[config.mk]
export PLATFORM = sky130hd
export DESIGN_NAME = nand_cmd_sequencer
export DESIGN_NICKNAME = d
export VERILOG_FILES = /design/src/rtl/nand_cmd_sequencer.sv
export SDC_FILE = /design/constraint.sdc
export NUM_CORES = 1
export LEC_CHECK = 0
export ABC_CLOCK_PERIOD_IN_PS = 3500
export BUFFER_PORTS_ARGS = -buffer_cell sky130_fd_sc_hd__buf_2
export CORE_MARGIN = 2
export CORE_UTILIZATION = 55
export DETAILED_ROUTE_END_ITERATION = 8
export PLACE_DENSITY = 0.87
export RECOVER_POWER = 50
export SLEW_MARGIN = 20
export SYNTH_ARGS = -nofsm -noshare
export SYNTH_HDL_FRONTEND = slang
export SYNTH_SLANG_ARGS = --single-unit
[constraint.sdc]
create_clock -name hw_clk -period 3.5 [get_ports hw_clk]
set_clock_uncertainty 0.2 [all_clocks]
set_input_delay 0.35 -clock hw_clk [delete_from_list [all_inputs] [get_ports hw_clk]]
set_output_delay 0.35 -clock hw_clk [all_outputs]
set_load 0.005 [all_outputs]
[src/rtl/nand_cmd_sequencer.sv]
// NAND flash bus sequencer: expands one high-level request into CLE/ALE/WE#/RE# bus cycles,
// waits on R/B#, and streams read bytes out over a valid/ready handshake.
module nand_cmd_sequencer #(
  parameter int unsigned T_WE_LO    = 8,
  parameter int unsigned T_WE_HI    = 8,
  parameter int unsigned T_RE_LO    = 10,
  parameter int unsigned T_RE_HI    = 8,
  parameter int unsigned T_WB       = 40,
  parameter int unsigned RB_TIMEOUT = 400000
) (
  input  logic        hw_clk,
  input  logic        rst,
  input  logic        req_valid,
  output logic        req_ready,
  input  logic [1:0]  req_op,
  input  logic [15:0] req_col,
  input  logic [23:0] req_row,
  input  logic [11:0] req_len,
  output logic [7:0]  rd_data,
  output logic        rd_valid,
  input  logic        rd_ready,
  output logic        busy,
  output logic        timeout_err,
  output logic        nand_ce_n,
  output logic        nand_cle,
  output logic        nand_ale,
  output logic        nand_we_n,
  output logic        nand_re_n,
  output logic [7:0]  nand_dq_out,
  output logic        nand_dq_oe,
  input  logic [7:0]  nand_dq_in,
  input  logic        nand_rb_n
);

  typedef enum logic [3:0] {
    StIdle, StCmd1, StAddr, StCmd2, StWaitWb, StWaitRb, StRdByte, StRdHold, StDone
  } state_e;

  localparam logic [1:0] OpReset    = 2'd0;
  localparam logic [1:0] OpReadId   = 2'd1;
  localparam logic [1:0] OpReadPage = 2'd2;
  localparam logic [1:0] OpStatus   = 2'd3;

  // One shared timer; wide enough for the longest interval (the R/B# timeout).
  localparam int unsigned CntW =
      $clog2(RB_TIMEOUT + T_WB + T_WE_LO + T_WE_HI + T_RE_LO + T_RE_HI + 2);
  localparam logic [CntW-1:0] WeLo    = CntW'(T_WE_LO);
  localparam logic [CntW-1:0] WeEnd   = CntW'(T_WE_LO + T_WE_HI - 1);
  localparam logic [CntW-1:0] WbEnd   = CntW'(T_WB - 1);
  localparam logic [CntW-1:0] ReLoEnd = CntW'(T_RE_LO - 1);
  localparam logic [CntW-1:0] ReHiEnd = CntW'(T_RE_HI - 1);
  localparam logic [CntW-1:0] RbMax   = CntW'(RB_TIMEOUT);

  state_e          state_q, state_d;
  logic [CntW-1:0] cnt_q;
  logic [2:0]      addr_idx_q;
  logic [1:0]      op_q;
  logic [15:0]     col_q;
  logic [23:0]     row_q;
  logic [11:0]     rem_q;
  logic [7:0]      rd_data_q;
  logic            rd_valid_q;
  logic            timeout_q;
  logic            rb_meta_q, rb_sync_q;

  logic       byte_end, addr_last, rb_expired, capture, hold_done;
  logic [7:0] cmd1_byte, addr_byte;

  assign byte_end   = (cnt_q == WeEnd);
  assign addr_last  = (op_q == OpReadId) ? (addr_idx_q == 3'd0) : (addr_idx_q == 3'd4);
  assign rb_expired = (cnt_q >= RbMax);
  assign capture    = (state_q == StRdByte) && (cnt_q == ReLoEnd);
  // RE# high time has elapsed and the presented byte is gone (or leaves this edge).
  assign hold_done  = (cnt_q >= ReHiEnd) && (!rd_valid_q || rd_ready);

  always_ff @(posedge hw_clk or posedge rst) begin
    if (rst) begin
      state_q <= StIdle;
    end else begin
      state_q <= state_d;
    end
  end

  always_comb begin
    state_d = state_q;
    unique case (state_q)
      StIdle:   if (req_valid) state_d = StCmd1;
      StCmd1: begin
        if (byte_end) begin
          state_d = (op_q == OpReadId || op_q == OpReadPage) ? StAddr : StWaitWb;
        end
      end
      StAddr: begin
        if (byte_end && addr_last) state_d = (op_q == OpReadPage) ? StCmd2 : StWaitWb;
      end
      StCmd2:   if (byte_end) state_d = StWaitWb;
      StWaitWb: begin
        if (cnt_q == WbEnd) begin
          if (op_q == OpReset || op_q == OpReadPage) state_d = StWaitRb;
          else if (rem_q == '0)                      state_d = StDone;
          else                                       state_d = StRdByte;
        end
      end
      StWaitRb: begin
        if (rb_sync_q) begin
          state_d = (op_q == OpReset || rem_q == '0) ? StDone : StRdByte;
        end else if (rb_expired) begin
          state_d = StIdle;
        end
      end
      StRdByte: if (capture) state_d = StRdHold;
      StRdHold: if (hold_done) state_d = (rem_q == '0) ? StDone : StRdByte;
      StDone:   state_d = StIdle;
      default:  state_d = StIdle;
    endcase
  end

  always_ff @(posedge hw_clk or posedge rst) begin
    if (rst) begin
      cnt_q      <= '0;
      addr_idx_q <= '0;
      op_q       <= OpReset;
      col_q      <= '0;
      row_q      <= '0;
      rem_q      <= '0;
      rd_data_q  <= '0;
      rd_valid_q <= 1'b0;
      timeout_q  <= 1'b0;
    end else begin
      if (state_d != state_q || (state_q == StAddr && byte_end)) begin
        cnt_q <= '0;
      end else if (cnt_q != '1) begin
        cnt_q <= cnt_q + CntW'(1);
      end
      if (state_q == StIdle && req_valid) begin
        op_q       <= req_op;
        col_q      <= req_col;
        row_q      <= req_row;
        rem_q      <= (req_op == OpReset) ? 12'd0 : (req_op == OpStatus) ? 12'd1 : req_len;
        addr_idx_q <= '0;
        timeout_q  <= 1'b0;
      end
      if (state_q == StAddr && byte_end) addr_idx_q <= addr_idx_q + 3'd1;
      if (state_q == StWaitRb && !rb_sync_q && rb_expired) timeout_q <= 1'b1;
      if (capture) begin
        rd_data_q  <= nand_dq_in;
        rd_valid_q <= 1'b1;
        rem_q      <= rem_q - 12'd1;
      end else if (rd_valid_q && rd_ready) begin
        rd_valid_q <= 1'b0;
      end
    end
  end

  always_ff @(posedge hw_clk or posedge rst) begin
    if (rst) begin
      rb_meta_q <= 1'b0;
      rb_sync_q <= 1'b0;
    end else begin
      rb_meta_q <= nand_rb_n;
      rb_sync_q <= rb_meta_q;
    end
  end

  always_comb begin
    cmd1_byte = 8'h00;
    unique case (op_q)
      OpReset:    cmd1_byte = 8'hFF;
      OpReadId:   cmd1_byte = 8'h90;
      OpReadPage: cmd1_byte = 8'h00;
      OpStatus:   cmd1_byte = 8'h70;
      default:    cmd1_byte = 8'h00;
    endcase
    addr_byte = 8'h00;
    if (op_q == OpReadPage) begin
      case (addr_idx_q)
        3'd0:    addr_byte = col_q[7:0];
        3'd1:    addr_byte = col_q[15:8];
        3'd2:    addr_byte = row_q[7:0];
        3'd3:    addr_byte = row_q[15:8];
        3'd4:    addr_byte = row_q[23:16];
        default: addr_byte = 8'h00;
      endcase
    end
  end

  always_comb begin
    nand_ce_n   = 1'b0;
    nand_cle    = 1'b0;
    nand_ale    = 1'b0;
    nand_we_n   = 1'b1;
    nand_re_n   = 1'b1;
    nand_dq_out = 8'h00;
    nand_dq_oe  = 1'b0;
    req_ready   = (state_q == StIdle);
    busy        = (state_q != StIdle);
    unique case (state_q)
      StIdle, StDone: nand_ce_n = 1'b1;
      StCmd1: begin
        nand_cle    = 1'b1;
        nand_dq_oe  = 1'b1;
        nand_dq_out = cmd1_byte;
        nand_we_n   = (cnt_q >= WeLo);
      end
      StAddr: begin
        nand_ale    = 1'b1;
        nand_dq_oe  = 1'b1;
        nand_dq_out = addr_byte;
        nand_we_n   = (cnt_q >= WeLo);
      end
      StCmd2: begin
        nand_cle    = 1'b1;
        nand_dq_oe  = 1'b1;
        nand_dq_out = 8'h30;
        nand_we_n   = (cnt_q >= WeLo);
      end
      StRdByte: nand_re_n = 1'b0;
      default: ;
    endcase
  end

  assign rd_data     = rd_data_q;
  assign rd_valid    = rd_valid_q;
  assign timeout_err = timeout_q;

endmodule
### Word-level counts from Yosys, hierarchy flattened

Index checks and enable logic that the tools add are counted.

* bits in registers: 92
* latch bits: 0
* RAM bits: 0
* ROM bits: 0
* input bits: 67
* output and inout port bits: 26
* word-level logic and storage cells: 106
* memories kept: 0

* $add $sub $neg: 3
* multiply operators: 0
* div/mod/pow operators: 0
* magnitude comparators: 3
* equality and inequality tests: 21
* shifts and indexed selects: 0
* mux-type cells: 38
* bitwise operators: 0
* reductions and logical operators: 29

Operator list (count)
* $mux W12: 4
* $mux W4: 12
* $pmux W8 S5: 1
* $eq A19 B4 Y1 const B: 2
* $mux W19: 2
* $pmux W4 S8: 1
* $pmux W8 S4: 1
* $pmux W8 S3: 1
* $add A19 B1 Y19 const B: 1
* $eq A19 B6 Y1 const B: 1
* $ge A19 B19 Y1 const B: 1
* $ge A19 B3 Y1 const B: 1
* $ge A19 B4 Y1 const B: 1
* $ne A19 B19 Y1 const B: 1
* $eq A4 B3 Y1 const B: 4
* $logic_not A12 Y1: 1
* $mux W3: 4
* $sub A12 B1 Y12 const B: 1
* $mux W1: 11
* $reduce_bool A2 Y1: 5
* $eq A4 B2 Y1 const B: 2
* $logic_and A1 B1 Y1: 8
* $mux W8: 1
* $eq A2 B2 Y1 const B: 3
* other kinds (16): 24

### Longest topological paths before layout

* depth after elaboration: 8
* mapped depth: 11
* mapped depth without buffers: 9

### Worst setup path before layout

OpenSTA, ideal clock, no wires.

* path type: reg2reg
* start: reg cnt_q[15]
* end: reg rem_q[6]
* library setup time: 0.128 ns
* arrival: 2.117 ns
* required time: 3.172 ns
* setup slack: 1.055 ns
* cell stages (with the launch flop): 9
* buffers on the path: 1
* period minus slack after synthesis: 2.445 ns
* cells stage by stage: dfrtp_1 -> nor4_4 -> nand4_4 -> or4_1 -> buf_2 -> nor3_4 -> nand2_2 -> o311ai_2 -> nand2_1

* longest elaborated chain between the ends: 3
* elaborated cells on any way between the ends: 4
* those cells by class: 1 x eq/ne; 1 x mux; 2 x reduce/logical

RTL lines
* from (decl): RTL line 55 `logic [CntW-1:0] cnt_q;`
* from (signal assigned): RTL line 133 `cnt_q <= cnt_q + CntW'(1);`
* $eq A19 B4 Y1 (*): RTL line 72 `assign capture = (state_q == StRdByte) && (cnt_q == ReLoEnd);`
* $logic_and A1 B1 Y1 (*): RTL line 72
* $mux W12 or $reduce_bool A2 Y1 (tied branches)
* to (signal assigned): RTL line 139 `rem_q <= (req_op == OpReset) ? 12'd0 : (req_op == OpStatus) ? 12'd1 : req_len;`
* to (signal assigned): RTL line 148 `rem_q <= rem_q - 12'd1;`
* to (decl): RTL line 60 `logic [11:0] rem_q;`

Mark *: on every way between the ends. The rest lies on a longest branch, timed or not.
A chain may end at the register's enable or synchronous reset.

### Final worst setup path

* start: reg addr_idx_q[0]
* end: out nand_dq_out[6]

* longest elaborated chain between the ends: 4
* elaborated cells on any way between the ends: 8
* those cells by class: 4 x eq/ne; 3 x mux; 1 x reduce/logical

RTL lines
* from (decl): RTL line 56 `logic [2:0] addr_idx_q;`
* from (signal assigned): RTL line 143 `if (state_q == StAddr && byte_end) addr_idx_q <= addr_idx_q + 3'd1;`
* $eq A3 B3 Y1, or another cell as far along: RTL line 176 `case (addr_idx_q)`
* $pmux W8 S5 (*): RTL line 176
* $mux W8 (*): RTL line 175 `if (op_q == OpReadPage) begin`
* $pmux W8 S3 (*): RTL line 197 `unique case (state_q)`
* to (decl): RTL line 29 `output logic [7:0] nand_dq_out,`

Marked as above.

==> flow_summary_export.csv <==
group,metric,value,unit
critical_path,cp-start-kind,"register",
timing,period_minus_slack,3.01,ns
synthesis,syn_avg_cell_area,10.3,um2
die,die_area,0.00971,mm2
clock_network,cts_made_buffers,9,
die,io-pin-count,93,
placement,hpwl,8500,um
synthesis,syn_area,0.00491,mm2
run,maxCapViolCount,0,
global_route,grt_overflow_total,0,
synthesis,ys.flop_type,"dfrtp_1",
clock_network,cts_root_buffer,"clkbuf_8",
clock_network,path_clk_slew,0.10,ns
pwr,ir_drop,236,uV
synthesis,yosys.cell_count.top_type,"dfrtp_1",
synthesis,yosys.area_share.simple,22.6,%
layout,layout.core_utilization,66.6,%
critical_path,rr_startpoint,"state_q[0]",
critical_path,critPathArrivalTime,2.46,ns
timing,post-route-period-util,85.9,%
timing,worst_pin_slew,1.12,ns
pwr,power_density,474,mW/mm2
timing,rsz0062_at_grt,"no",
synthesis,synthAdderAreaFrac,3.06,%
clock_network,postCtsSetupRepairBufs,0,
critical_path,path_class,"reg2out",
clock_network,cts_resized,0,
synthesis,yosysTopAreaCellShare,46.9,%
drt,met3_length,693,um
drt,routed_wl,11900,um
layout,fin_nets,659,
die,die_x,98.5,um
placement,port_buffers,92,
global_route,grt_max_degree,58,
synthesis,yosys_warnings,0,
synthesis,ys_ff_latch,92,
die,floorplan.initialDensity,56.6,%
drt,top_layer_used,"met4",
layout,drive_gt1_share,30.3,%
synthesis,synth_edf_count,0,
synthesis,async_flop_share,100,%
drt,vias_per_cell,5.94,
critical_path,critPathRequiredTime,2.95,ns
placement,place_congestion,0.865,
layout,diodes,0,
pwr,p_leak,2.88,nW
synthesis,synthTopCellsByCount,"92 x dfrtp_1, 74 x nand2_1, 44 x mux2_2",
synthesis,ys_seq_area_share,46.9,%
drt,wl_met1,5100,um
clock_network,htree_num_levels,3,
worst_hold_path,min_path_type,"in2reg",
clock_network,clkLatencyLatePin,0.36,ns
synthesis,yosysUniqueCellTypes,65,
synthesis,synth.area.top_cells,"dfrtp_1 47%, mux2_2 10%, nand2_1 5.7%",
critical_path,cp-endpoint,"nand_dq_out[6]",
clock_network,tritoncts,"done",
synthesis,netlist_instances,478,
timing,slew_headroom,24.8,%
global_route,grt_pass1_vias,4130,
synthesis,yosysTopAreaCell,"dfrtp_1",
die,row_count,34,
drt,drtIter0Drc,384,
global_route,antenna_found_initial,0,
synthesis,synth_nets,557,
drt,drt-wirelength-per-cell,17.2,um
critical_path,regToRegEndpoint,"cnt_q[14]",
drt,route.detailed.drc,0,
critical_path,end_kind,"output pin",
layout,multiInputGateArea,0.00247,mm2
drt,drtAntennaViolNets,0,
clock_network,clk_path_buf_depth,2,
worst_hold_path,min_from,"req_len[5]",
clock_network,holdBufCountCts,13,
critical_path,crit_fanout,8,
timing,drv_slew,0,
critical_path,r2r_slack,0.57,ns
critical_path,crit_start,"addr_idx_q[0]",
drt,vias,4113,
global_route,grt_pass1_wl,19700,um
timing,setup_viol,0,
timing,setup_tns,0,ns
timing,max_freq,333,MHz
timing,hold_violations,0,
die,coreArea,0.00868,mm2
layout,syn_to_final_growth,17.7,%
status,status,"finished, final reports clean",
drt,wl_met2,5830,um
critical_path,r2r_cells,6,
clock_network,clock_sink_count,92,
synthesis,synth_compound_area_share,11.0,%
synthesis,synth_xor_area_share,3.21,%
synthesis,synth_top_family_by_area,"simple AND/OR/NAND/NOR gates",
drt,dr.pass1.iters,7,
layout,seqCellArea,0.00230,mm2
layout,fillers,651,
global_route,grt_usage,24.9,%
synthesis,muxShareOfSynthArea,10.5,%
die,die_h,98.5,um
==> layer usage <==
layer  vias up  track usage, %
met5         -               0
li1       1924               -
met3        23            3.62
met1      2013            32.9
met2       153            41.9
met4         0            9.59
==> worst min-delay path by stage <==
stage | slack (ns) | cells past startpoint | endpoint
floorplan | 0.13 | 0 | rb_sync_q
global placement | 0.14 | 0 | rb_sync_q
detailed placement | 0.15 | 0 | rb_sync_q
CTS | 0.001 | 3 | rem_q[5]
global route | 0.002 | 2 | row_q[11]
finish | 0.005 | 3 | rem_q[5]
==> worst max-delay path, cell delays in order (launching register included) <==
cell and delay [ns]:
dfrtp_1 0.43, inv_1 0.10, ha_1 0.29, nor2b_1 0.43, nor4_1 0.09, nor2_1 0.40
nand2_1 0.12, o31ai_1 0.09, buf_2 0.16
==> report_power, final <==
group          leakage, nW  switching [mW]  total [mW]  internal [mW]
clock               0.0928           0.396       0.679          0.283
sequential            1.20           0.173        1.36           1.19
combinational         1.58           0.396       0.699          0.302
==> through the flow <==
step                setup slack [ns]  total power [mW]  cells  hold slack (ns)  area [um2]
floorplan                      0.558              1.82    478            0.131        4910
global placement               0.711              2.01    663            0.138        5460
detailed placement             0.618              2.05    663            0.148        5460
CTS                            0.530              2.73    692          0.00116        5780
global route                   0.283              2.89    693          0.00185        5780
finish                         0.493              2.74    693          0.00516        5780
==> state kept, by name, summed over array words and instances (netlist names) <==
signal and flops:
timeout_err 1, cnt_q 19, op_q 2, rb_sync_q 1, addr_idx_q 3, col_q 16, state_q 4, rd_valid 1
row_q 24, rb_meta_q 1, rem_q 12, rd_data 8
==> layout make-up <==
class / instances / share of cell area [%]
repair buffers: 110 / 10.8
flip-flops and latches: 92 / 39.8
clock inverters: 6 / 0.822
inverters: 16 / 1.06
well taps: 108 / 2.34
clock buffers: 10 / 2.38
multi-input cells: 351 / 42.8
==> kinds of logic after synthesis <==
family                     count (synthesis)
DFF                                       92
buffers and inverters                     35
muxes                                     46
and+or+nand+nor                          203
AOI/OAI and AO/OA                         72
xor gates and xnor gates                  18
adders and majority gates                 12
==> placed cells by master, fill, tap and decap left out, drive strengths merged, types with 7 or more instances in the layout <==
cell | synthesis | layout
nor2 | 34 | 34
inv | 16 | 16
nor3 | 15 | 15
mux2 | 44 | 44
nor4 | 8 | 8
buf | 7 | 93
a21oi | 7 | 7
xnor2 | 11 | 11
and3 | 11 | 11
nand4 | 7 | 7
nand2 | 75 | 75
o21ai | 17 | 17
a222oi | 8 | 8
nand3 | 19 | 19
ha | 12 | 12
o211ai | 8 | 8
clkbuf | 12 | 13
dlygate4sd3 | 0 | 14
dfrtp | 92 | 92
xor2 | 7 | 7
a22oi | 7 | 7
nor2b | 9 | 9
Note: power is estimated with default switching activity, not from simulation.
